[src/rtl/aes_pkg.sv]
// -----------------------------------------------------------------------------
// aes_pkg
// Shared AES definitions for the round datapath:
//   AES_POLY          - reduction constant for GF(2^8) modulo x^8+x^4+x^3+x+1
//   byte_t / column_t - one state byte / one 4-byte column (row 0 in the MSBs)
//   MODE_FWD/MODE_INV - MixColumns direction select values
//   state_t           - mix_columns_engine FSM encoding
//   xtime / gf_mul    - constant GF(2^8) helpers built from xtime chains
// -----------------------------------------------------------------------------
package aes_pkg;

   localparam logic [7:0] AES_POLY = 8'h1B;

   typedef logic [7:0]  byte_t;
   typedef logic [31:0] column_t;

   localparam logic MODE_FWD = 1'b0;
   localparam logic MODE_INV = 1'b1;

   typedef enum logic [1:0] {
      ST_IDLE = 2'd0,
      ST_BUSY = 2'd1,
      ST_DONE = 2'd2
   } state_t;

   // Multiply by x: shift left, fold the carried-out bit back in via AES_POLY.
   function automatic byte_t xtime(input byte_t b);
      return {b[6:0], 1'b0} ^ (b[7] ? AES_POLY : 8'h00);
   endfunction

   // Multiply by an arbitrary constant: XOR of the xtime powers selected by k.
   function automatic byte_t gf_mul(input byte_t b, input byte_t k);
      byte_t acc;
      byte_t pwr;
      acc = '0;
      pwr = b;
      for (int i = 0; i < 8; i++) begin
         if (k[i]) acc = acc ^ pwr;
         pwr = xtime(pwr);
      end
      return acc;
   endfunction

endpackage

[src/rtl/mix_single_column.sv]
// -----------------------------------------------------------------------------
// mix_single_column
// Purely combinational MixColumns on one 32-bit column.
//   mode    in   MODE_FWD: matrix 02 03 01 01, MODE_INV: matrix 0E 0B 0D 09
//   col_in  in   column, row 0 in bits [31:24]
//   col_out out  transformed column, same byte order
// Every product is an XOR of x, x2, x4, x8 (repeated xtime) so no tables are
// needed and the path adds no latency.
// -----------------------------------------------------------------------------
module mix_single_column
   import aes_pkg::*;
(
   input  logic    mode,
   input  column_t col_in,
   output column_t col_out
);

   byte_t a  [4];
   byte_t x2 [4];
   byte_t x4 [4];
   byte_t x8 [4];

   for (genvar r = 0; r < 4; r++) begin : g_pow
      assign a[r]  = col_in[31-8*r -: 8];
      assign x2[r] = xtime(a[r]);
      assign x4[r] = xtime(x2[r]);
      assign x8[r] = xtime(x4[r]);
   end

   // Each matrix row is the previous one rotated right, so output row r uses
   // the coefficient sequence starting at input row r.
   for (genvar r = 0; r < 4; r++) begin : g_row
      localparam int R1 = (r + 1) % 4;
      localparam int R2 = (r + 2) % 4;
      localparam int R3 = (r + 3) % 4;

      byte_t fwd;
      byte_t inv;

      // 02*a0 ^ 03*a1 ^ a2 ^ a3
      assign fwd = x2[r] ^ (x2[R1] ^ a[R1]) ^ a[R2] ^ a[R3];
      // 0E*a0 ^ 0B*a1 ^ 0D*a2 ^ 09*a3
      assign inv = (x8[r]  ^ x4[r]  ^ x2[r])
                 ^ (x8[R1] ^ x2[R1] ^ a[R1])
                 ^ (x8[R2] ^ x4[R2] ^ a[R2])
                 ^ (x8[R3] ^ a[R3]);

      assign col_out[31-8*r -: 8] = (mode == MODE_INV) ? inv : fwd;
   end

endmodule

[src/rtl/mix_columns_engine.sv]
// -----------------------------------------------------------------------------
// mix_columns_engine
// Handshaked AES MixColumns (forward or inverse, chosen per block) working on
// COLS_PER_CYCLE columns per clock; a block takes 4/COLS_PER_CYCLE BUSY cycles.
//   CLK       in   clock, rising edge
//   RST       in   asynchronous active-high reset
//   IN_VALID  in   INPUT/MODE valid
//   IN_READY  out  a block can be accepted (0 while RST is high)
//   MODE      in   0 forward, 1 inverse; sampled only on accept
//   INPUT     in   [0:127] state, byte k = INPUT[8k:8k+7], column c = [32c:32c+31]
//   OUT_VALID out  OUTPUT holds a finished block
//   OUT_READY in   downstream takes OUTPUT
//   OUTPUT    out  [0:127] transformed state, same ordering as INPUT
//   BUSY      out  high while columns are being transformed
// -----------------------------------------------------------------------------
module mix_columns_engine
   import aes_pkg::*;
#(
   parameter int COLS_PER_CYCLE = 1
)
(
   input  logic         CLK,
   input  logic         RST,
   input  logic         IN_VALID,
   output logic         IN_READY,
   input  logic         MODE,
   input  logic [0:127] INPUT,
   output logic         OUT_VALID,
   input  logic         OUT_READY,
   output logic [0:127] OUTPUT,
   output logic         BUSY
);

   localparam int NUM_GROUPS = 4 / COLS_PER_CYCLE;

   if (COLS_PER_CYCLE != 1 && COLS_PER_CYCLE != 2 && COLS_PER_CYCLE != 4) begin : g_bad_cols
      $error("mix_columns_engine: COLS_PER_CYCLE must be 1, 2 or 4");
   end

   state_t       cur_q, nxt;
   logic [1:0]   grp_q;
   logic         mode_q;
   logic [0:127] state_q, state_d;
   logic         ready_raw;
   logic         load;
   logic         last_grp;

   assign last_grp = (grp_q == 2'(NUM_GROUPS - 1));

   // ---------------------------------------------------------------------------
   // Column datapath: lane j works on column g*P + j of the state register.
   // ---------------------------------------------------------------------------
   logic [1:0] col_idx  [COLS_PER_CYCLE];
   column_t    lane_in  [COLS_PER_CYCLE];
   column_t    lane_out [COLS_PER_CYCLE];

   for (genvar j = 0; j < COLS_PER_CYCLE; j++) begin : g_lane
      assign col_idx[j] = 2'(int'(grp_q) * COLS_PER_CYCLE + j);
      assign lane_in[j] = state_q[{col_idx[j], 5'd0} +: 32];

      mix_single_column u_col (
         .mode    (mode_q),
         .col_in  (lane_in[j]),
         .col_out (lane_out[j])
      );
   end

   // Columns outside the active group keep their value.
   always_comb begin
      state_d = state_q;
      if (load) begin
         state_d = INPUT;
      end else if (cur_q == ST_BUSY) begin
         for (int j = 0; j < COLS_PER_CYCLE; j++) begin
            state_d[{col_idx[j], 5'd0} +: 32] = lane_out[j];
         end
      end
   end

   // ---------------------------------------------------------------------------
   // FSM next state and outputs
   // ---------------------------------------------------------------------------
   // NOTE: every output of this block gets a default before the case so no
   // path leaves it unassigned; otherwise a latch would be inferred.
   always_comb begin
      nxt       = cur_q;
      ready_raw = 1'b0;
      OUT_VALID = 1'b0;
      BUSY      = 1'b0;
      unique case (cur_q)
         ST_IDLE: begin
            ready_raw = 1'b1;
            if (IN_VALID) nxt = ST_BUSY;
         end
         ST_BUSY: begin
            BUSY = 1'b1;
            if (last_grp) nxt = ST_DONE;
         end
         ST_DONE: begin
            OUT_VALID = 1'b1;
            // Retiring the finished block frees the engine this same cycle.
            ready_raw = OUT_READY;
            if (OUT_READY) nxt = IN_VALID ? ST_BUSY : ST_IDLE;
         end
         default: nxt = ST_IDLE;
      endcase
   end

   // The FSM is already in IDLE during reset, so reset is masked in explicitly.
   assign IN_READY = ready_raw & ~RST;
   assign load     = IN_VALID & IN_READY;
   assign OUTPUT   = state_q;

   // ---------------------------------------------------------------------------
   // Registers
   // ---------------------------------------------------------------------------
   // NOTE: state is updated with non-blocking assignments so every register
   // samples pre-edge values, independent of process evaluation order.
   always_ff @(posedge CLK or posedge RST) begin
      if (RST) begin
         cur_q   <= ST_IDLE;
         grp_q   <= 2'd0;
         mode_q  <= MODE_FWD;
         // NOTE: the 128-bit state register is reset, unlike a RAM array,
         // because OUTPUT must read zero as soon as RST rises.
         state_q <= '0;
      end else begin
         cur_q   <= nxt;
         state_q <= state_d;
         if (load) begin
            mode_q <= MODE;
            grp_q  <= 2'd0;
         end else if (cur_q == ST_BUSY) begin
            grp_q <= last_grp ? 2'd0 : grp_q + 2'd1;
         end
      end
   end

endmodule

[config.mk]
export PLATFORM = sky130hd
export DESIGN_NAME = mix_columns_engine
export DESIGN_NICKNAME = d
export VERILOG_FILES = /design/src/rtl/aes_pkg.sv /design/src/rtl/mix_single_column.sv /design/src/rtl/mix_columns_engine.sv
export SDC_FILE = /design/constraint.sdc
export NUM_CORES = 1
export LEC_CHECK = 0
export CAP_MARGIN = 20
export CELL_PAD_IN_SITES_DETAIL_PLACEMENT = 1
export CELL_PAD_IN_SITES_GLOBAL_PLACEMENT = 1
export CORE_MARGIN = 4
export CORE_UTILIZATION = 37
export CTS_CLUSTER_SIZE = 30
export DETAILED_ROUTE_END_ITERATION = 10
export GPL_TIMING_DRIVEN = 0
export PLACE_DENSITY = 0.88
export SKIP_CTS_REPAIR_TIMING = 1
export SYNTH_ARGS = -nofsm -noshare
export SYNTH_HDL_FRONTEND = slang
export SYNTH_SLANG_ARGS = --single-unit
[constraint.sdc]
create_clock -name CLK -period 5.2 [get_ports CLK]
set_input_delay 1.04 -clock CLK [delete_from_list [all_inputs] [get_ports CLK]]
set_output_delay 1.04 -clock CLK [all_outputs]
set_load 0.01 [all_outputs]
==> Word-level counts from Yosys, hierarchy flattened <==
Index checks and enable logic that the tools add are counted.
W data, S select, Z words.
{ "totals": {"in_bits": 133, "elab_cells": 116, "regBits": 133} }
{ "classes": {"muxes": 30, "bitwise": 68, "n_addsub": 2, "reduce_logical": 3, "shift": 3, "eq_ne": 6} }
{ "op_table": {"columns": ["op", "n"], "rows": [
  ["$xor A8 B8 Y8", 64],
  ["$mux W128", 2],
  ["$shift A129 B9 Y128 const A", 1],
  ["$shiftx A128 B8 Y129", 1],
  ["$shiftx A129 B9 Y128", 1],
  ["$bwmux W128", 1],
  ["$mux W5", 12],
  ["$mux W8", 4],
  ["$mux W2", 6],
  ["$neg A8 Y9", 1],
  ["$not A7 Y8", 1],
  ["$ne A2 B2 Y1 const B", 3],
  ["$pmux W2 S3", 1],
  ["$eq A2 B2 Y1 const B", 2],
  ["$mux W1", 3],
  ["$reduce_and A3 Y1", 1],
  ["$add A2 B1 Y2 const B", 1],
  ["$and A1 B1 Y1", 2],
  ["$eq A2 B1 Y1 const B", 1],
  ["$logic_not A2 Y1", 1],
  ["$pmux W1 S2", 1],
  ["$reduce_bool A2 Y1", 1],
  ["$not A1 Y1", 1]
]} }

==> Depth between registers and ports, before layout <==
{ "depth": {"ltp_word": 18, "mapped_depth": 13, "mapped_depth_nobuf": 8} }

==> Cells and area by module <==
A second synthesis with hierarchy kept.
{ "unflattened": {"hier_cells": 858, "area_unflattened_um2": 9619.2} }
{ "by_module_without_submodules": {"columns": ["module", "cells_per_inst", "area_each_um2", "n_inst"], "rows": [
  ["mix_columns_engine", 602, 7324.5, 1],
  ["mix_single_column", 256, 2294.7, 1]
]} }

==> Worst setup path before layout <==
No wires, ideal clock.
{ "synth_path": {"kind": "input port to flip-flop", "startpoint": "input port RST", "endpoint": "register state_q (netlist bit OUTPUT[120])", "path_buffers": 3, "slack_ps": -211, "arrival_ps": 5328, "cell_stages": 8, "cell_sequence": "inv_1 > and2_0 > nor2b_1 > clkbuf_1 > clkbuf_1 > clkbuf_1 > a22oi_1 > o21ai_0"} }
{ "synth_between": {"elab_chain_len": 4} }
{ "synth_rtl": {"columns": ["element", "line", "rtl"], "rows": [
  ["start, declared", "mix_columns_engine.sv:23", "input logic RST,"],
  ["$not A1 Y1 *", "mix_columns_engine.sv:110", "assign IN_READY = ready_raw & ~RST;"],
  ["$and A1 B1 Y1 *", "mix_columns_engine.sv:110", null],
  ["$and A1 B1 Y1 *", "mix_columns_engine.sv:111", "assign load = IN_VALID & IN_READY;"],
  ["$mux W128 / $reduce_bool A2 Y1 (equally long branches)", null, null],
  ["end signal, assigned", "mix_columns_engine.sv:129", "state_q <= state_d;"],
  ["end, declared", "mix_columns_engine.sv:43", "logic [0:127] state_q, state_d;"]
]} }
Mark *: on every way between the ends. The rest lies on a longest branch, timed or not.
A chain may end at the register's enable or synchronous reset.

==> Worst setup path after layout <==
{ "layout_path": {"startpoint": "register grp_q[1]", "endpoint": "register state_q (netlist bit OUTPUT[81])"} }
{ "layout_between": {"elab_chain_len": 16} }
{ "layout_rtl": {"columns": ["element", "line", "rtl"], "rows": [
  ["start, declared", "mix_columns_engine.sv:41", "logic [1:0] grp_q;"],
  ["start signal, assigned", "mix_columns_engine.sv:134", "grp_q <= last_grp ? 2'd0 : grp_q + 2'd1;"],
  ["$not A7 Y8 (not written as such) *", "mix_columns_engine.sv:59, mix_columns_engine.sv:75", null],
  ["$shiftx A128 B8 Y129", "mix_columns_engine.sv:59", "assign lane_in[j] = state_q[{col_idx[j], 5'd0} +: 32];"],
  ["$xor A8 B8 Y8 / $mux W5 (equally long branches) (2 in a row)", "aes_pkg.sv:28", "return {b[6:0], 1'b0} ^ (b[7] ? AES_POLY : 8'h00);"],
  ["$mux W5 / $xor A8 B8 Y8 (equally long branches)", "aes_pkg.sv:28", null],
  ["$xor A8 B8 Y8", "aes_pkg.sv:28", null],
  ["$xor A8 B8 Y8 (on tied branches)", "mix_single_column.sv:43, mix_single_column.sv:45, mix_single_column.sv:44", null],
  ["$xor A8 B8 Y8 (on tied branches)", "mix_single_column.sv:43, mix_single_column.sv:44", null],
  ["$xor A8 B8 Y8", "mix_single_column.sv:44", "^ (x8[R1] ^ x2[R1] ^ a[R1])"],
  ["$xor A8 B8 Y8", "mix_single_column.sv:45", "^ (x8[R2] ^ x4[R2] ^ a[R2])"],
  ["$xor A8 B8 Y8", "mix_single_column.sv:46", "^ (x8[R3] ^ a[R3]);"],
  ["$mux W8", "mix_single_column.sv:48", "assign col_out[31-8*r -: 8] = (mode == MODE_INV) ? inv : fwd;"],
  ["$shiftx A129 B9 Y128", "mix_columns_engine.sv:75", "state_d[{col_idx[j], 5'd0} +: 32] = lane_out[j];"],
  ["$bwmux W128 *", "mix_columns_engine.sv:75", null],
  ["$mux W128 *", "mix_columns_engine.sv:73", "end else if (cur_q == ST_BUSY) begin"],
  ["$mux W128 *", "mix_columns_engine.sv:71", "if (load) begin"]
]} }
Mark *: on every way between the ends. The rest lies on a longest branch, timed or not. The select of a mux whose other input is x is not followed.

==> metrics.cfg <==
[global_route]
grt.total_usage_pct = 29.85
antenna_found_initial = 0
grt_pass1_vias = 9187
grt_overflow = 0
grt_max_degree = 43
grt_pass1_wl_um = 57990

[route]
dr.pass1.iters = 5
drc = 0
drtAntennaViolNets = 0
route.met3.wl_um = 3103
drt-total-wl_um = 38800
first_iter_violations = 646
vias = 8108
top_layer = met4
wl_met1_um = 15420
vias_per_cell = 5.949
dr_wl_met2_um = 18710
routedWlPerCell_um = 28.47

[clocking]
cts_buffers = 17
clkLatencyLatePin_ns = 0.43
root_buffer = clkbuf_16
cts_max_level = 4
cts_tree = built
cts_buffer_depth = 2
path_clk_slew_ns = 0.07
clock_sink_count = 133

[critical_path]
worst_ep_required_time_ns = 5.48
critPathKind = flip-flop to flip-flop
cp-start-kind = flip-flop
r2r_cells = 12
rrSetupSlack_ns = 1.08
cp.arrival_ns = 4.40
timing.rr.end = OUTPUT[81]
worstReg2RegStart = grp_q[1]
endpoint_kind = flip-flop
crit_fanout = 10
crit_start = grp_q[1]

[placement]
gp_congestion = 0.9546
dp_hpwl_um = 29220
port_buffers = 263

[finish]
multi_input_area_sq_um = 4940
mostFrequentLayoutCells = clkdlybuf4s50_1, dfrtp_1, xnor2_1
fillCellCount = 2429
final_util_pct = 53.99
diodes = 0
drive_above_1_share_pct = 9.369
regArea_sq_um = 3328
layout-area-overhead-vs-synth_pct = 42.69
layout_commonest_cell = clkdlybuf4s50_1
nets = 1202

[sta]
post-route-min-period_ns = 4.119
tns_ns = 0
clock_skew_ns = 0.01426
tightest_slew_ns = 0.9041
report.final.slew_viol_count = 0
slew_headroom_pct = 39.73
fin_crit_sh_pct = 79.20
fmax_ghz = 0.2428
finalSetupViolCount = 0
hold_viol = 0
rsz0062_at_grt = false

[status]
status = completed

[floorplan]
die_area_sq_um = 25730
die_h_um = 160.4
core-area_sq_um = 22710
pin_count = 264
num_rows = 55
die_w_um = 160.4
initial_utilization_pct = 37.84

[min_path]
min_path_cells = 2
min_to = OUTPUT[105]
hold_path.class = flip-flop to flip-flop
min_from = OUTPUT[105]

[yosys]
postSynthAreaPerCell_sq_um = 11.02
synth.yosys.seq_area_share_pct = 38.73
postSynthCellCount = 780
syn_nets = 917
yosysWarnings = 0
syn-cell-area_sq_um = 8593
ys_seq_elements = 133
synth_cell_types = 38

[job]
cap_violations = 0

## stage by stage
stage	hold slack, ns	instances	worst slack [ns]	instance area, sq um
after detailed placement	0.5146	1331	0.7497	11650
after global placement	0.5058	1328	-1.321	11590
after global routing	0.5634	1363	0.8837	12260
after CTS	0.5413	1363	1.155	12260
after floorplan	0.4922	780	0.7032	8597
final	0.5360	1363	1.081	12260
## worst max-delay path by stage
stage / endpoint / slack [ns] / cells past startpoint
CTS: OUTPUT[121] / 1.16 / 12
detailed placement: OUTPUT[6] / 0.75 / 9
global route: OUTPUT[6] / 0.88 / 9
finish: OUTPUT[81] / 1.08 / 12
floorplan: OUTPUT[120] / 0.70 / 8
global placement: OUTPUT[6] / -1.32 / 9
## registers in the layout, summed over array words and instances (netlist names)
name and flops:
cur_q 2, mode_q 1, OUTPUT 128, grp_q 2
## critical path, stage by stage (launching register included)
cell and delay, ns:
dfrtp_1 0.40, buf_6 0.24, buf_12 0.21, buf_6 0.24, buf_6 0.22, mux4_2 0.64
xnor2_1 0.42, xnor2_1 0.22, xnor2_1 0.34, xnor2_1 0.19, nand2_1 0.14, xnor2_1 0.52
o21ai_1 0.16
## final cells by class
cell class              instances  share of cell area (%)
multi-input cells             580                   40.29
flip-flops and latches        133                   27.14
repair buffers                266                   21.96
clock buffers                  19                   3.612
well taps                     285                   2.908
plain buffers                  61                   2.469
clock inverters                13                   1.408
inverters                       6                  0.2143
## cells by family after synthesis
group                    count (synthesis)  share of synthesized area (%)
AO/OA/AOI/OAI                          262                          19.51
AND/OR/NAND/NOR                         75                          3.684
multiplexers                            35                          8.955
adder cells (fa/ha/maj)                  4                         0.5824
flip-flops                             133                          38.73
XOR/XNOR                               204                          24.75
buffers and inverters                   67                          3.786
## cells in the mapped netlist, drive strengths merged
master | n | area (sq um)
a21o | 3 | 22.52
a21oi | 10 | 57.56
a222oi | 12 | 120.1
a22oi | 116 | 870.8
and2 | 2 | 12.52
buf | 18 | 141.4
clkbuf | 43 | 161.4
dfrtp | 133 | 3328
ha | 4 | 50.05
inv | 6 | 22.52
mux2i | 3 | 30.03
mux4 | 32 | 739.5
nand2 | 44 | 167.7
nand2b | 3 | 18.77
nand3 | 2 | 10.01
nand4 | 2 | 12.51
nor2 | 16 | 60.06
nor2b | 4 | 25.02
nor3 | 2 | 10.01
o21ai | 121 | 605.6
xnor2 | 138 | 1348
xnor3 | 10 | 226.5
xor2 | 53 | 479.2
xor3 | 3 | 73.82
## metal layers
| metal | GRT usage (%) | up-vias |
|---|---|---|
| li1 | - | 3419 |
| met1 | 37.08 | 4122 |
| met2 | 49.04 | 466 |
| met3 | 7.313 | 101 |
| met4 | 14.04 | 0 |
| met5 | 0 | - |
Power is not shown: default switching activity piles up to over one toggle a cycle in this logic, so the estimate is an artifact.
==> RTL change (same settings) <==
Register the input `MODE` before use. The logic sees it one clock later. The other inputs are not delayed to match.
--- a/src/rtl/mix_columns_engine.sv
+++ b/src/rtl/mix_columns_engine.sv
@@ -32,6 +32,12 @@
 );
 
    localparam int NUM_GROUPS = 4 / COLS_PER_CYCLE;
+
+   logic MODE_q;
+
+   always_ff @(posedge CLK) begin
+      MODE_q <= MODE;
+   end
 
    if (COLS_PER_CYCLE != 1 && COLS_PER_CYCLE != 2 && COLS_PER_CYCLE != 4) begin : g_bad_cols
       $error("mix_columns_engine: COLS_PER_CYCLE must be 1, 2 or 4");
@@ -128,7 +134,7 @@
          cur_q   <= nxt;
          state_q <= state_d;
          if (load) begin
-            mode_q <= MODE;
+            mode_q <= MODE_q;
             grp_q  <= 2'd0;
          end else if (cur_q == ST_BUSY) begin
             grp_q <= last_grp ? 2'd0 : grp_q + 2'd1;
Function: changed (a bounded check fails within 4 cycles, from zero or initial values and one cycle with RST high).
==> RTL change against the unedited design <==
Area after synthesis rose by 3.0%. Worst setup slack worse by 0.24 ns. Critical path depth fell by 2. Design area up 1.8%. Sequential share of layout area fell by 0.33 points. Wire length is 6.4% higher. Sequential cell count increased by 1. Non-clock buffer count is the same. Maximum frequency decreased by 5.6%. Critical endpoint is now OUTPUT[0]. Largest cell class unchanged. Highest routed layer unchanged.
Power is left out: the tool's default activity adds up to more than one toggle a clock period on the data nets, which glitch-free logic cannot reach.
==> RTL change: results (changes against the unedited design) <==
setup_path:
  worstSetupStartpoint: "grp_q[0]"
  cp_data_arrival_time_ns: 4.65  # +0.25 ns
  crit_path_end: "OUTPUT[0]"
  critPathMaxStageDelay_ns: 0.67  # +0.03 ns
  reg2reg_depth: 10  # -2
clocking:
  clk_latency_ns: 0.45  # +0.02 ns
global_routing:
  antenna_found_initial: 1  # +1
  grt_pass1_vias: 9156  # -0.34%
  grt_pass1_wl_mm: 60.0  # +3.4%
  grt_max_degree: 79  # +84%
  track_usage_pct: 30.7  # +0.81 points
floorplan:
  coreArea_mm2: 0.0235  # +3.4%
finish:
  seq_area_mm2: 0.00335  # +0.60%
  nets: 1168  # -2.8%
  fill_cells: 2466  # +1.5%
  seq_share_pct: 26.8  # -0.33 points
  num_antenna_cells: 1  # +1
  buffer_area_share_pct: 24.1  # -0.34 points
  drive_gt1_share_pct: 11.3  # +1.9 points
  clock_buffer_count: 21  # +2
  clk_share_pct: 4.57  # -0.45 points
  seq_cell_count: 134  # +0.75%
drt:
  wl_mm: 41.3  # +6.4%
  drtIter0Drc: 750  # +16%
  vias: 8304  # +2.4%
timing:
  worst_slack_ns: 0.837  # -0.245 ns
  slew_headroom_pct: 44.3  # +4.6 points
  fin_skew_ns: 0.0151  # +0.000829 ns
synth:
  yosysSeqAreaShare_pct: 37.8  # -0.90 points
  synth_mux_area_share_pct: 8.88  # -0.077 points
  ys_async_sr_fraction_pct: 99.3  # -0.75 points
  syn-num-nets: 885  # -3.5%
  synthTopCellsByArea: "dfrtp_1 38%, xnor2_1 11%, a22oi_1 11%"
  synth_compound_area_share_pct: 19.2  # -0.27 points
  ys_types: 42  # +11%
  ys_top_cells_by_count: "133 x dfrtp_1, 128 x a22oi_1, 113 x xnor2_1, 97 x o21ai_0, 36 x clkbuf_1"
  synthXorXnorAreaFrac_pct: 27.7  # +3.0 points
hold_path:
  min_from: "MODE_q"
placement:
  dp_slack_ns: 1.09  # +0.343 ns
outcome:
  status: "finished clean"
[RTL change: cell count changes after synthesis, sizes merged, moves of 3 or more]
cell	delta
a21o	-3
a222oi	-12
a22oi	+12
buf	+8
clkbuf	-6
nand2	-30
nor2	-7
nor2b	-3
o21ai	+9
xnor2	-9
xnor3	+19
xor2	-19
xor3	+4
[RTL change: through the flow]
stage | hold WS (ns) | std cells
floorplan | 0.410 | 748
global placement | 0.435 | 1330
detailed placement | 0.477 | 1331
CTS | 0.500 | 1363
global route | 0.559 | 1364
finish | 0.503 | 1364
[RTL change: routing by layer]
metal	global-route usage (%)	routed length, um
met1	38.0	15300
met2	51.0	20300
met3	7.31	3820
met4	13.9	1870
met5	0	0
[RTL change: worst min-delay path: cells and delay by family (launching register included)]
kind,cells,cell delay [ns]
AOI/OAI and AO/OA,1,0.09
DFF,1,0.32
and+or+nand+nor,1,0.05
